File: src/rtl/serial_tx_path.sv
`default_nettype none
// ============================================================================
// Module      : serial_tx_path
// Description : Buffered 8N1 UART transmitter with runtime bit divisor, byte
//               FIFO with sticky overflow, and optional CTS gating enabled by
//               defining CTS_FLOWCTRL_EN.
// Revision    : 1.0
// ============================================================================
module serial_tx_path #(
   parameter int DEPTH_LOG2 = 4,
   parameter int DIV_WIDTH  = 16
) (
   input  logic                  clk,
   input  logic                  rst,
   input  logic [DIV_WIDTH-1:0]  divisor,
   input  logic                  wrEn,
   input  logic [7:0]            wrData,
   output logic                  wrFull,
   output logic [DEPTH_LOG2:0]   level,
   output logic                  overflow,
   input  logic                  clrOvf,
   input  logic                  ctsIn,
   output logic                  tx,
   output logic                  txActive
);
   localparam int unsigned c_DEPTH = 1 << DEPTH_LOG2;
   localparam logic [1:0] c_IDLE  = 2'd0;
   localparam logic [1:0] c_START = 2'd1;
   localparam logic [1:0] c_DATA  = 2'd2;
   localparam logic [1:0] c_STOP  = 2'd3;

   logic [7:0]            r_mem [c_DEPTH];
   logic [DEPTH_LOG2-1:0] r_wrPtr, r_rdPtr;
   logic [DEPTH_LOG2:0]   r_level;
   logic                  r_ovf;
   logic [1:0]            r_state, w_stateNext;
   logic [DIV_WIDTH-1:0]  r_timer, r_div, w_divEff;
   logic [2:0]            r_bitCnt;
   logic [7:0]            r_shift;
   logic                  w_full, w_empty, w_bitEnd, w_popSlot, w_pop, w_push, w_gate;
   logic                  w_tx, w_active;

`ifdef CTS_FLOWCTRL_EN
   logic r_ctsMeta, r_ctsSync;
   always_ff @(posedge clk or posedge rst) begin
      if (rst) begin
         r_ctsMeta <= 1'b0;
         r_ctsSync <= 1'b0;
      end else begin
         r_ctsMeta <= ctsIn;
         r_ctsSync <= r_ctsMeta;
      end
   end
   assign w_gate = r_ctsSync;
`else
   logic w_unusedCts;
   assign w_unusedCts = ctsIn;
   assign w_gate      = 1'b1;
`endif

   // level never exceeds the depth, so its MSB alone marks full
   assign w_full    = r_level[DEPTH_LOG2];
   assign w_empty   = (r_level == '0);
   assign w_bitEnd  = (r_timer == '0);
   assign w_popSlot = (r_state == c_IDLE) || ((r_state == c_STOP) && w_bitEnd);
   assign w_pop     = w_popSlot && !w_empty && w_gate;
   assign w_push    = wrEn && (!w_full || w_pop);
   assign w_divEff  = (divisor < DIV_WIDTH'(2)) ? DIV_WIDTH'(2) : divisor;

   always_ff @(posedge clk or posedge rst) begin
      if (rst) begin
         r_wrPtr <= '0;
         r_rdPtr <= '0;
         r_level <= '0;
         r_ovf   <= 1'b0;
      end else begin
         if (w_push) r_wrPtr <= r_wrPtr + DEPTH_LOG2'(1);
         if (w_pop)  r_rdPtr <= r_rdPtr + DEPTH_LOG2'(1);
         case ({w_push, w_pop})
            2'b10:   r_level <= r_level + (DEPTH_LOG2+1)'(1);
            2'b01:   r_level <= r_level - (DEPTH_LOG2+1)'(1);
            default: r_level <= r_level;
         endcase
         if (wrEn && !w_push) r_ovf <= 1'b1;
         else if (clrOvf)     r_ovf <= 1'b0;
      end
   end

   always_ff @(posedge clk) begin
      if (w_push) r_mem[r_wrPtr] <= wrData;
   end

   always_ff @(posedge clk or posedge rst) begin
      if (rst) r_state <= c_IDLE;
      else     r_state <= w_stateNext;
   end

   always_comb begin
      w_stateNext = r_state;
      case (r_state)
         c_IDLE:  if (w_pop) w_stateNext = c_START;
         c_START: if (w_bitEnd) w_stateNext = c_DATA;
         c_DATA:  if (w_bitEnd && (r_bitCnt == 3'd7)) w_stateNext = c_STOP;
         c_STOP:  if (w_bitEnd) w_stateNext = w_pop ? c_START : c_IDLE;
         default: w_stateNext = c_IDLE;
      endcase
   end

   always_ff @(posedge clk or posedge rst) begin
      if (rst) begin
         r_timer  <= '0;
         r_div    <= DIV_WIDTH'(2);
         r_bitCnt <= '0;
         r_shift  <= '0;
      end else if (w_pop) begin
         r_div    <= w_divEff;
         r_timer  <= w_divEff - DIV_WIDTH'(1);
         r_shift  <= r_mem[r_rdPtr];
         r_bitCnt <= '0;
      end else if (r_state != c_IDLE) begin
         if (w_bitEnd) begin
            r_timer <= r_div - DIV_WIDTH'(1);
            if (r_state == c_DATA) begin
               r_shift  <= r_shift >> 1;
               r_bitCnt <= r_bitCnt + 3'd1;
            end
         end else begin
            r_timer <= r_timer - DIV_WIDTH'(1);
         end
      end
   end

   // decoded straight from state so reset forces the line idle asynchronously
   always_comb begin
      w_tx     = 1'b1;
      w_active = 1'b0;
      case (r_state)
         c_START: begin w_tx = 1'b0;       w_active = 1'b1; end
         c_DATA:  begin w_tx = r_shift[0]; w_active = 1'b1; end
         c_STOP:  begin w_tx = 1'b1;       w_active = 1'b1; end
         default: begin w_tx = 1'b1;       w_active = 1'b0; end
      endcase
   end

   assign tx       = w_tx;
   assign txActive = w_active;
   assign wrFull   = w_full;
   assign level    = r_level;
   assign overflow = r_ovf;
endmodule
`default_nettype wire

File: config.mk
export PLATFORM = sky130hd
export DESIGN_NAME = serial_tx_path
export DESIGN_NICKNAME = d
export VERILOG_FILES = /design/src/rtl/serial_tx_path.sv
export SDC_FILE = /design/constraint.sdc
export NUM_CORES = 1
export LEC_CHECK = 0
export ABC_AREA = 1
export BUFFER_PORTS_ARGS = -buffer_cell sky130_fd_sc_hd__buf_2
export CAP_MARGIN = 10
export CORE_AREA = 3 3 143 145
export CTS_BUF_LIST = sky130_fd_sc_hd__clkbuf_8
export DETAILED_ROUTE_END_ITERATION = 8
export DIE_AREA = 0 0 146 148
export SKIP_CTS_REPAIR_TIMING = 1
export SLEW_MARGIN = 0
export SYNTH_ARGS = -nofsm -noshare
export SYNTH_HDL_FRONTEND = slang
export SYNTH_SLANG_ARGS = --single-unit
File: constraint.sdc
create_clock -name clk -period 3.3 [get_ports clk]
set_input_delay 0.99 -clock clk [delete_from_list [all_inputs] [get_ports clk]]
set_output_delay 0.99 -clock clk [all_outputs]
set_load 0.1 [all_outputs]
-- Word level (Yosys, flattened, before mapping)
Memory sizes are Yosys's and may differ from the RTL's.
Index checks and enable logic that the tools add are counted.
- bits in registers: 59
- bits in latches: 0
- RAM bits: 128
- bits in read-only memories: 0
- bits of input ports: 29
- word-level logic and storage cells: 76
- memories kept: 1
- memory list (memory ; depth ; width ; read ports ; clocked after Yosys merged registers in ; wr ports ; line ; text):
    r_mem ; 16 ; 8 ; 1 ; 0 ; 1 ; 32 ; logic [7:0] r_mem [c_DEPTH];
- $add $sub $neg: 8
- $mul: 0
- divide/modulo/power cells: 0
- magnitude comparators: 1
- equal/unequal tests: 10
- shifts and indexed selects: 0
- muxes and demuxes: 25
- bitwise gates (word level): 0
- reduce and logical (&&, ||, !) cells: 22
- operators by type and width (cell ; count):
    $mux W16 ; 4
    $sub A16 B1 Y16 const B ; 3
    $mux W8 ; 4
    $logic_not A16 Y1 ; 1
    $lt A16 B2 Y1 const B ; 1
    $mux W3 ; 4
    $reduce_bool A2 Y1 ; 6
    $pmux W5 S2 ; 1
    $add A4 B1 Y4 const B ; 2
    $mux W2 ; 4
    $ne A2 B2 Y1 const B ; 4
    $pmux W2 S4 ; 1
    $eq A2 B2 Y1 const B ; 3
    $mux W1 ; 6
    $add A5 B1 Y5 const B ; 1
    $logic_and A1 B1 Y1 ; 5
    $logic_not A5 Y1 ; 1
    $sub A5 B1 Y5 const B ; 1
    $eq A2 B1 Y1 const B ; 2
    $reduce_and A4 Y1 ; 1
    $add A3 B1 Y3 const B ; 1
    $eq A3 B3 Y1 const B ; 1
    $logic_not A1 Y1 ; 3
    $reduce_and A3 Y1 ; 1
    4 further kinds ; 5

-- Longest topological paths before layout
- depth after elaboration: 9
- gate-level depth with buffers: 20
- depth with buffers taken out: 19

-- Worst setup path before layout
OpenSTA, ideal clock, no wires.
- path kind: register to output
- start: reg r_state[0]
- end: out tx
- arrival time: 2.799 ns
- data required time: 2.310 ns
- path slack: -0.489 ns
- stages on the path, launching flop included: 4
- buffers on the path: 0
- cell sequence: dfrtp_1 inv_1 ha_1 o21ai_0
- cells in the longest elaborated chain, start to end: 2
- elaborated cells on any way between the ends: 3
- those cells by class: 2 x eq/ne; 1 x mux
- RTL lines (item ; line ; text):
    start: declaration ; 36 ; logic [1:0] r_state, w_stateNext;
    start signal: assignment ; 94 ; if (rst) r_state <= c_IDLE;
    start signal: assignment ; 95 ; else r_state <= w_stateNext;
    $eq A2 B2 Y1 / $eq A2 B1 Y1 (equally long branches) ; 137 ; case (r_state)
    $pmux W1 S2 * ; 137 ;
    end: declaration ; 23 ; output logic tx,
Mark *: on every way between the ends. The rest lies on a longest branch, timed or not.

-- Worst setup path in the final report
- start: reg r_timer[0]
- end: reg r_level[4] (netlist: level[4])
- cells in the longest elaborated chain, start to end: 8
- elaborated cells on any way between the ends: 10
- those cells by class: 2 x eq/ne; 1 x mux; 7 x reduce/logical
- RTL lines (item ; line ; text):
    start: declaration ; 37 ; logic [DIV_WIDTH-1:0] r_timer, r_div, w_divEff;
    start signal: assignment ; 117 ; r_timer <= w_divEff - DIV_WIDTH'(1);
    start signal: assignment ; 122 ; r_timer <= r_div - DIV_WIDTH'(1);
    start signal: assignment ; 128 ; r_timer <= r_timer - DIV_WIDTH'(1);
    $logic_not A16 Y1 * ; 64 ; assign w_bitEnd = (r_timer == '0);
    $logic_and A1 B1 Y1 * ; 65 ; assign w_popSlot = (r_state == c_IDLE) || ((r_state == c_STOP) && w_bitEnd);
    $logic_or A1 B1 Y1 * ; 65 ;
    $logic_and A1 B1 Y1 * ; 66 ; assign w_pop = w_popSlot && !w_empty && w_gate;
    $logic_or A1 B1 Y1 ; 67 ; assign w_push = wrEn && (!w_full || w_pop);
    $logic_and A1 B1 Y1 ; 67 ;
    $eq A2 B1 Y1 / $eq A2 B2 Y1 (equally long branches) ; 79 ; case ({w_push, w_pop})
    $pmux W5 S2 / $reduce_bool A2 Y1 (equally long branches) ; -- ;
    end signal: assignment ; 80 ; 2'b10: r_level <= r_level + (DEPTH_LOG2+1)'(1);
    end signal: assignment ; 81 ; 2'b01: r_level <= r_level - (DEPTH_LOG2+1)'(1);
    end signal: assignment ; 82 ; default: r_level <= r_level;
    end: declaration ; 34 ; logic [DEPTH_LOG2:0] r_level;
Marks and branches as above.
A chain may end at the register's enable or synchronous reset.

==> flow_metrics.env <==
export IMPL_wl_per_cell_um=15.9
export IMPL_drt_iter0_markers=331
export IMPL_die_y_um=148
export IMPL_ys_top_cells_by_area="edfxtp_1 (44%), dfrtp_1 (17%), nand2_1 (6.9%), o21ai_0 (5.1%), nor2_1 (4.9%)"
export IMPL_drt_total_wl_mm=18.7
export IMPL_first_pass_iters=5
export IMPL_rsz0062_at_grt="no"
export IMPL_ir_drop_uv=369
export IMPL_p_leak_nw=3.93
export IMPL_cp_start_kind="flop"
export IMPL_muxShareOfSynthArea=0
export IMPL_die_area_um2=21600
export IMPL_htree_levels=4
export IMPL_fin_crit_sh=0.861
export IMPL_ios=38
export IMPL_grt_pass1_vias=5654
export IMPL_core_area_um2=19300
export IMPL_maxSlewViolCount=0
export IMPL_grt_use_total=0.177
export IMPL_grt_overflow=0
export IMPL_initial_utilization=0.448
export IMPL_synth_top_area_share=0.444
export IMPL_fin_nets=940
export IMPL_path_class="reg -> reg"
export IMPL_status="finished clean"
export IMPL_dieWidth_um=146
export IMPL_drc=0
export IMPL_slowest_delay_ns=0.42
export IMPL_fin_crit_ns=2.84
export IMPL_rows=51
export IMPL_clock_sinks=187
export IMPL_instances_no_fill=1171
export IMPL_crit_family="simple AND/OR/NAND/NOR gates"
export IMPL_synth_top_family_by_area="simple AND/OR/NAND/NOR gates"
export IMPL_cts_buffers=17
export IMPL_dp_cells=1139
export IMPL_worst_hold_path_type="reg -> reg"
export IMPL_grt_pass1_wl_mm=29.9
export IMPL_gp_congestion=0.785
export IMPL_reg2reg_setup_slack_ns=0.46
export IMPL_post_dp_hpwl_mm=11.9
export IMPL_clk_insertion_delay_late_ns=0.47
export IMPL_antenna_found_initial=0
export IMPL_synth_compound_area_frac=0.106
export IMPL_synth_xor_area_frac=0.0101
export IMPL_hold_viol_final=0
export IMPL_clkTransAtPathRegs_ns=0.11
export IMPL_drive_gt1_frac=0.155
export IMPL_detail_route_antenna_nets=0
export IMPL_cts_tree="yes"
export IMPL_cp_max_fo=17
export IMPL_portBuffers=36
export IMPL_vias_per_cell=5.08
export IMPL_ys_seq_area_frac=0.614
export IMPL_cts_root_buf="clkbuf_8"
export IMPL_required_ns=3.69
export IMPL_ys_ff_latch=187
export IMPL_synth_area_um2=8660
export IMPL_max_cap_viol_count=0
export IMPL_finClkSkew_ns=0.0159
export IMPL_synth_fa_ha_area_frac=0.0269
export IMPL_clock_path_buffers=2
export IMPL_vias=5951
export IMPL_n_fill_cell=1754
export IMPL_worst_path_buf_inv=2
export IMPL_power_density_nw_per_um2=944
export IMPL_synthSimpleGateAreaFrac=0.192
export IMPL_max_freq_mhz=352
export IMPL_diodes=0
export IMPL_fin_tns_setup_ns=0
export IMPL_crit_path_end_kind="flop"
export IMPL_syn_inst=849
export IMPL_cp_arrival_ns=3.23
export IMPL_cp_slowest_cell="fa_1"
export IMPL_setup_viol=0
export IMPL_tightest_slew_ns=0.884
export IMPL_syn_area_per_cell_um2=10.2
export IMPL_yosysWarnings=0
export IMPL_netlist_cell_type_count=42
export IMPL_yosysTopAreaCell="edfxtp_1"
export IMPL_syn_num_nets=896
export IMPL_relSlewSlack=0.410
export IMPL_grt_max_degree=67
export IMPL_area_delta_synth_final_pct=11.6
export IMPL_worstPathCellList="nor2_1 > nand2_1 > nor2_2 > nand3_2 > nand2_4 > nand2_4 > inv_1 > ha_1 > inv_1 > fa_1 > nor2_1 > a211oi_1 > nand2_1 > nand2_1 > nor2_1 > xor2_1"
through the flow:
step           hold slack, ns  cell area (um^2)  worst slack (ns)   util  total power, mW
6_report                0.478              9670             0.460  0.500             9.13
5_1_grt                 0.505              9670             0.173  0.500             9.84
4_1_cts                 0.482              9670             0.455  0.500             9.21
3_5_place_dp            0.458              9220             0.352  0.477             7.54
3_3_place_gp            0.455              9220             0.388  0.477             7.47
2_1_floorplan           0.442              8660             0.121      -             6.56
layout make-up:
class                      instances  area, um^2  share of cell area
clock buffer                      17         234              0.0242
clock inverter                    15         216              0.0224
inverter                          73         274              0.0283
multi-input combinational        552        2900               0.300
sequential                       187        5320               0.551
tap                              265         332              0.0343
timing repair buffer              62         388              0.0401
sequential cells by signal, summed over array words and instances, names as in the netlist:
register  count
r_state       2
overflow      1
r_wrPtr       4
r_div        16
r_rdPtr       4
r_mem       128
level         5
r_bitCnt      3
r_shift       8
r_timer      16
worst reg2reg max path: stages (launching register included):
cell	delay, ns
dfrtp_1	0.41
nor2_1	0.14
nand2_1	0.08
nor2_2	0.16
nand3_2	0.11
nand2_4	0.20
nand2_4	0.21
inv_1	0.14
ha_1	0.24
inv_1	0.10
fa_1	0.42
nor2_1	0.14
a211oi_1	0.07
nand2_1	0.06
nand2_1	0.04
nor2_1	0.11
xor2_1	0.15
report_power, final:
group          leakage (nW)  total (mW)  internal, mW  switching, mW
Clock                 0.224        1.66         0.727          0.935
Sequential             1.87        3.29          3.02          0.273
Combinational          1.84        4.18          1.23           2.95
Total                  3.93        9.13          4.98           4.16
path summary, 6_finish.rpt:
path	start	to	cells after the start
min in group asynchronous	rst	overflow	3
worst min register to register	r_div[1]	r_div[1]	2
worst max-delay path	r_timer[0]	level[4]	16
max in group asynchronous	rst	r_div[1]	3
worst min-delay path	r_div[1]	r_div[1]	2
worst max register to register	r_timer[0]	level[4]	16
cells by family after synthesis:
| family | after synthesis |
|---|---|
| XOR/XNOR | 10 |
| flip-flops | 187 |
| adder cells (fa/ha/maj) | 18 |
| buffers and inverters | 110 |
| AND/OR/NAND/NOR | 367 |
| AO/OA/AOI/OAI | 157 |
synthesized netlist by cell type, drive strengths merged:
cell type  count
dfrtp         58
dfstp          1
a311oi         1
clkbuf        29
fa             1
a221o          1
nand2        181
a211oi         3
o21a           1
ha            17
a21oi         13
a32o           1
a31oi          3
o211ai         8
inv           72
nand3b         2
o21ai         92
nor2         127
clkinv         1
o221ai        14
nand3         50
xor2           9
buf            8
edfxtp       128
o21bai         3
nand4          4
nor3           3
o22ai         16
xnor2          1
a221oi         1
cell usage in the layout (no fill, tap or decap), drive strengths merged, types with 4 or more instances in the layout:
cell type	n
dfrtp	58
o211ai	8
buf	62
xor2	9
o21ai	92
nand2	181
ha	17
edfxtp	128
clkinv	8
clkbuf	17
inv	78
nand4	4
o221ai	14
a21oi	13
o22ai	16
nor2	127
nand3	50
metal layers:
metal / up-vias / GRT usage / share of wire
li1: 2981 / - / -
met1: 2828 / 0.236 / 0.45
met2: 123 / 0.298 / 0.49
met3: 19 / 0.0334 / 0.040
met4: 0 / 0.0494 / 0.017
met5: - / 0 / 0
Note: power is estimated with default switching activity, not from simulation.
